===== config.mk =====
export PLATFORM = sky130hd
export DESIGN_NAME = cr_kme_hmac_tag_collect
export DESIGN_NICKNAME = d
export VERILOG_FILES = /design/src/rtl/cr_kme_hmac_tag_collect.sv
export SDC_FILE = /design/constraint.sdc
export NUM_CORES = 1
export LEC_CHECK = 0
export CELL_PAD_IN_SITES_DETAIL_PLACEMENT = 2
export CELL_PAD_IN_SITES_GLOBAL_PLACEMENT = 2
export CORE_AREA = 2 2 257 259
export CTS_CLUSTER_DIAMETER = 50
export DETAILED_ROUTE_END_ITERATION = 10
export DIE_AREA = 0 0 259 261
export HOLD_SLACK_MARGIN = 0.03
export PLACE_DENSITY_LB_ADDON = 0.1
export SYNTH_ARGS = -nofsm -noshare
export SYNTH_HDL_FRONTEND = slang
export SYNTH_SLANG_ARGS = --single-unit

===== constraint.sdc =====
create_clock -name clk -period 2.39 [get_ports clk]
set_input_delay 0.478 -clock clk [delete_from_list [all_inputs] [get_ports clk]]
set_output_delay 0.478 -clock clk [all_outputs]
set_load 0.02 [all_outputs]

===== src/rtl/cr_kme_hmac_tag_collect.sv =====
// Builds one 256-bit HMAC tag from two 128-bit SHA engine beats and holds it until the consumer acks.
// The optional compare against expected_tag is enabled by defining CR_KME_TAG_CMP_EN.
module cr_kme_hmac_tag_collect #(
   parameter int CNT_W = 16
) (
   input  logic             clk,
   input  logic             rst_n,
   input  logic [127:0]     sha_tag_data,
   input  logic             sha_tag_valid,
   input  logic             sha_tag_last,
   output logic             sha_tag_stall,
   input  logic [255:0]     expected_tag,
   output logic [255:0]     tag_data,
   output logic             tag_valid,
   input  logic             tag_ack,
   output logic             tag_err,
   output logic             tag_match,
   output logic [CNT_W-1:0] tag_cnt
);

   typedef enum logic [1:0] {
      BEAT0 = 2'd0,
      BEAT1 = 2'd1,
      DRAIN = 2'd2,
      FULL  = 2'd3
   } state_t;

   state_t state;
   state_t state_nxt;

   logic accept;
   logic store_hi;
   logic store_lo;
   logic clear_lo;
   logic err_set;
   logic release_tag;
   logic full_entry;

   // The engine sees stall for the whole time a tag is held, including the ack
   // cycle, so each delivered tag costs one idle input cycle.
   assign sha_tag_stall = (state == FULL);
   assign tag_valid     = (state == FULL);
   assign accept        = sha_tag_valid && (state != FULL);
   assign full_entry    = (state_nxt == FULL) && (state != FULL);

   always_comb begin
      state_nxt   = state;
      store_hi    = 1'b0;
      store_lo    = 1'b0;
      clear_lo    = 1'b0;
      err_set     = 1'b0;
      release_tag = 1'b0;
      case (state)
         BEAT0: begin
            if (accept) begin
               store_hi = 1'b1;
               if (sha_tag_last) begin
                  clear_lo  = 1'b1;
                  err_set   = 1'b1;
                  state_nxt = FULL;
               end else begin
                  state_nxt = BEAT1;
               end
            end
         end
         BEAT1: begin
            if (accept) begin
               store_lo = 1'b1;
               if (sha_tag_last) begin
                  state_nxt = FULL;
               end else begin
                  err_set   = 1'b1;
                  state_nxt = DRAIN;
               end
            end
         end
         DRAIN: begin
            if (accept && sha_tag_last) begin
               state_nxt = FULL;
            end
         end
         FULL: begin
            if (tag_ack) begin
               release_tag = 1'b1;
               state_nxt   = BEAT0;
            end
         end
         default: begin
            state_nxt = BEAT0;
         end
      endcase
   end

   always_ff @(posedge clk) begin
      if (!rst_n) begin
         state    <= BEAT0;
         tag_data <= '0;
         tag_err  <= 1'b0;
         tag_cnt  <= '0;
      end else begin
         state <= state_nxt;
         if (store_hi) begin
            tag_data[255:128] <= sha_tag_data;
         end
         if (store_lo) begin
            tag_data[127:0] <= sha_tag_data;
         end
         if (clear_lo) begin
            tag_data[127:0] <= '0;
         end
         if (err_set) begin
            tag_err <= 1'b1;
         end else if (release_tag) begin
            tag_err <= 1'b0;
         end
         if (release_tag) begin
            tag_cnt <= tag_cnt + CNT_W'(1);
         end
      end
   end

`ifdef CR_KME_TAG_CMP_EN
   logic cmp_hit;

   // Only a clean two-beat tag closing from BEAT1 can match; every other way
   // into FULL carries a framing error and therefore reports no match.
   assign cmp_hit = (state == BEAT1) && !tag_err &&
                    ({tag_data[255:128], sha_tag_data} == expected_tag);

   always_ff @(posedge clk) begin
      if (!rst_n) begin
         tag_match <= 1'b0;
      end else if (full_entry) begin
         tag_match <= cmp_hit;
      end else if (release_tag) begin
         tag_match <= 1'b0;
      end
   end
`else
   logic unused_expected_tag;
   logic unused_full_entry;

   assign unused_expected_tag = ^expected_tag;
   assign unused_full_entry   = full_entry;
   assign tag_match           = 1'b0;
`endif

endmodule


Yosys cells after proc, flatten, opt, wreduce, memory -nomap -nowiden:

Index checks and enable logic that the tools add are counted.

* register bits after elaboration: 275
* input port bits: 389
* output and inout bits: 276
* word-level logic and storage cells: 41

* add/subtract/negate cells: 1
* equality and inequality tests: 8
* mux-type cells: 20
* bitwise operators: 1
* reduce and logical (&&, ||, !) cells: 6

Operator list (number)
* $add A16 B1 Y16 const B: 1
* $mux W1: 13
* $mux W2: 5
* $ne A2 B2 Y1 const B: 4
* $pmux W2 S4: 1
* $eq A2 B2 Y1 const B: 2
* $reduce_and A4 Y1: 1
* $eq A2 B1 Y1 const B: 1
* $logic_and A1 B1 Y1: 2
* $logic_not A2 Y1: 1
* $ne A2 B1 Y1 const B: 1
* $pmux W1 S2: 1
* $reduce_bool A2 Y1: 1
* $reduce_or A2 Y1: 1
* $not A1 Y1: 1

Longest topological paths before layout:

* word-level depth: 5
* gate-level depth with buffers: 7
* mapped depth without buffers: 6

Worst setup path after synthesis:

No wires, ideal clock.

* path kind: flip-flop to flip-flop
* start point: register state[1]
* end point: register state[0]
* setup time: 95 ps
* arrival: 1671 ps
* data required time: 2295 ps
* slack: 623 ps
* stages on the path, launching flop included: 7
* path buffers: 0
* period minus slack after synthesis: 1767 ps
* cells stage by stage: dfxtp_1 > inv_1 > ha_1 > or2_0 > a222oi_1 > o21ai_1 > a221oi_1

* cells in the longest elaborated chain, start to end: 5

Ends and longest elaborated chain
* start, declared: line 28 `state_t state;`
* start signal, assigned: line 101 `state <= state_nxt;`
* $ne A2 B2 Y1
* $logic_and A1 B1 Y1: line 43 `assign accept = sha_tag_valid && (state != FULL);`
* $logic_and A1 B1 Y1: line 78 `if (accept && sha_tag_last) begin`
* $ne A2 B2 Y1 (no source line)
* $reduce_and A4 Y1 (no source line)

Parallel ways exist; a longest one is shown, timed or not.
A chain may end at the register's enable or synchronous reset.

Worst setup path in the final report:

* start point: register tag_cnt[3]
* end point: output tag_cnt[3]

RTL lines
* start, declared: line 18 `output logic [CNT_W-1:0] tag_cnt`
* start signal, assigned: line 117 `tag_cnt <= tag_cnt + CNT_W'(1);`

No word-level cell between the ends.

==> metrics <==
starting utilization of the core area 14.9%; wire length of the first global-routing pass 74400 µm; count of placed standard cells in the final layout, fillers left out 2564; Cell Rows 94; RSZ-0062 raised after global routing false; endpoint arrival time on the critical path 1.75 ns; leakage power of the design 6.02 nW; YS warnings 0; multiplexer fraction of the synthesized cell area 0.413%; cell total after placement 2456; number of endpoints with negative hold slack in the final report 0; switching power 6.36 mW; portion of synthesized cell area occupied by the leading cell type 56.7%; Max transition margin 57.7%; Clk pwr share 42.9%; destination of the worst hold path tag_data[20]; number of CTS-inserted buffers 55; Total Die Area 0.0676 mm²; leading post-synthesis cells by instance count 525 x sky130_fd_sc_hd__nand2_1, 275 x sky130_fd_sc_hd__dfxtp_1, 257 x sky130_fd_sc_hd__a21oi_1; area of the placeable core 0.0650 mm²; Slew Viols, Final 0; final RePlAce weighted congestion 0.718; routed wire length 50600 µm; Pwr Density 1130 mW/mm²; post-synthesis xor/xnor area fraction 0.993%; H-tree depth 2; io pins 665; number of cells produced by synthesis 1229; Seq/Total Area, Yosys 56.7%; CTS clk-pin slew, worst paths 0.05 ns; mean area per synthesized cell 7.90 µm²; post-route met1 wirelength 22500 µm; worst hold path type in -> reg; Hold Path Stages 3; maximum single-stage delay on the critical path 0.73 ns; run status complete, no violations; 1st-iter DRT viols 285; setup-violating endpoint count in the final report 0; number of port buffers 407; Post-Route Skew 0.0290 ns; kind of critical path reg -> out; required arrival time at the worst endpoint 1.91 ns; worst flop-to-flop path startpoint state[0]; maximum number of buffers from clock root to sink 3; most used flip-flop cell after synthesis sky130_fd_sc_hd__dfxtp_1; largest area contributor in the netlist sky130_fd_sc_hd__dfxtp_1; net count of the finished layout 2045; met3 WL post-DR 5870 µm; fraction of registers with async set or reset after synthesis 0%; HPWL after detailed placement 35600 µm; transition time at the pin with the least slew margin 0.634 ns; count of nets left with antenna violations after detail routing 0; netlist area before placement 0.00971 mm²; vertical extent of the die 261 µm; number of enable-type register cells in the synthesized netlist 0; Post-Synthesis Net Count 1625; post-synthesis compound-gate area fraction 14.0%; DRC 0; dominant combinational cell family by area after synthesis simple AND/OR/NAND/NOR gates; fraction of power consumed by combinational cells 28.1%; post-synthesis sequential element count 275; destination of the worst register-to-register timing path state[0]; worst-path fanout max 5; global router's overall resource usage 14.7%; post-synthesis share of cell area spent on full adders, half adders and majority gates 0.902%; cell area after placement 0.0152 mm²; clk_lat worst skew 0.61 ns; endpoint kind of the worst setup timing path output port; cell with the most instances after synthesis sky130_fd_sc_hd__nand2_1; amount of wire on met2 after detailed routing 20900 µm; highest signal layer in the routed design met5; TritonCTS clock tree done; maximum vdd drop 0.561 mV; TritonCTS sink count 275; Worst Path Buf+Inv 1; area delta synth->final 77.1%; number of search-and-repair iterations in the first detailed-routing pass 4; cell internal pwr 13.1 mW; summed negative setup slack over all endpoints 0 ns; Achievable Freq 448 MHz; worst min-delay path startpoint sha_tag_data[20]; number of global-route vias before repair 11100; R2R Setup Slk 0.23 ns; final critical path time including I/O delays and setup 2.23 ns; CP startpoint kind flop; grt ovf 0; sw frac 32.7%; period utilisation layout 93.4%; Post-Synth Simple-Gate Area 22.7%; crit path cell chain clkdlybuf4s50_1; Clk Tree Root Cell sky130_fd_sc_hd__clkbuf_16; largest net degree at the start of global routing 64; power share of the sequential group 29.0%; slowest stage cell on the critical path sky130_fd_sc_hd__clkdlybuf4s50_1; hold slack 0.450 ns; unique cell type count in the Yosys netlist 36; via count normalized by instance count 3.94; summed area of non-filler cells in the final layout 0.0172 mm²; Worst Reg2Reg Path Length in Cells 6; layout cells sized above 1 8.73%; antenna violations before repair 11; leading post-synthesis cells by cell area sky130_fd_sc_hd__dfxtp_1 57%, sky130_fd_sc_hd__nand2_1 20%, sky130_fd_sc_hd__a21oi_1 13%, sky130_fd_sc_hd__clkbuf_1 1.8%, sky130_fd_sc_hd__buf_2 1.8%; via count 10100; crit-path leading delay family buffers and inverters; detailed-route wire length per cell 19.8 µm; Die X-Extent 259 µm; number of max-capacitance violations reported 0
-- routing by layer --
layer / GRT usage [%] / up-vias
li1: - / 4818
met1: 18.3 / 4848
met2: 21.7 / 344
met3: 7.73 / 85
met4: 5.01 / 16
met5: 0 / -
-- worst max-delay path by stage --
stage	start	endpoint	slack, ns	cells past startpoint
after global placement	sha_tag_valid	tag_data[111]	0.08	7
final	tag_cnt[3]	tag_cnt[3]	0.16	1
after CTS	tag_cnt[6]	tag_cnt[6]	0.13	1
after detailed placement	sha_tag_valid	tag_data[103]	0.03	7
after global routing	state[0]	state[0]	0.007	6
after floorplan	state[1]	state[0]	0.62	6
-- tightest hold or removal path, delay by kind of cell --
family | cells | cell delay [ns]
buffers and inverters | 1 | 0.42
and+or+nand+nor | 1 | 0.06
AOI/OAI and AO/OA | 1 | 0.05
-- registers in the layout (all words and copies together) (netlist names) --
name / count
tag_err: 1
tag_data: 256
state: 2
tag_cnt: 16
-- logic make-up after synthesis --
kind of cell,after synthesis
compound gates,267
buf+inv,96
other cells,1
mux,4
simple gates,568
flops,275
fa+ha+maj,7
xor+xnor,11
-- timing repair --
action / in CTS / in global routing
hold buffers: 0 / 0
gates resized for setup: 3 / 0
endpoints found under the setup margin: 2 / 0
buffers inserted: 0 / 0
-- through the flow --
| step | setup slack (ns) | utilization (%) | power, mW |
|---|---|---|---|
| floorplan | 0.623 | - | 8.16 |
| global placement | 0.0786 | 23.3 | 11.3 |
| detailed placement | 0.0273 | 23.3 | 11.4 |
| CTS | 0.128 | 26.4 | 19.9 |
| global route | 0.00695 | 26.4 | 20.6 |
| finish | 0.158 | 26.4 | 19.4 |
-- power groups by stage --
stage                     Sequential, mW  Combinational, mW  Clock [mW]
after floorplan                     6.50               1.66           0
after global placement              5.70               5.61           0
after detailed placement            5.73               5.65           0
after CTS                           5.65               5.67        8.62
after global routing                5.75               5.98        8.85
final                               5.64               5.47        8.34
-- cell usage in the layout (no fill, tap or decap), drive strengths merged, types with 4 or more instances in the layout --
cell type	n
clkbuf	73
buf	44
nand4	6
a21oi	257
nor2	14
mux2i	4
nand3	4
clkinv	13
nand2b	4
xor2	5
ha	7
dfxtp	275
nand2	525
clkdlybuf4s50	405
clkinvlp	7
bufinv	9
xnor2	6
inv	10
diode	4
-- cell type report --
| class | instances | area [µm²] |
|---|---|---|
| Clock buffer | 73 | 1570 |
| Tap cell | 864 | 1080 |
| Antenna cell | 4 | 10.0 |
| Fill cell | 7335 | 47900 |
| Multi-Input combinational cell | 858 | 3820 |
| Sequential cell | 275 | 5510 |
| Clock inverter | 31 | 428 |
| Timing Repair Buffer | 451 | 4740 |
| Inverter | 8 | 32.5 |
No activity file was read; power rests on OpenSTA's default activity.
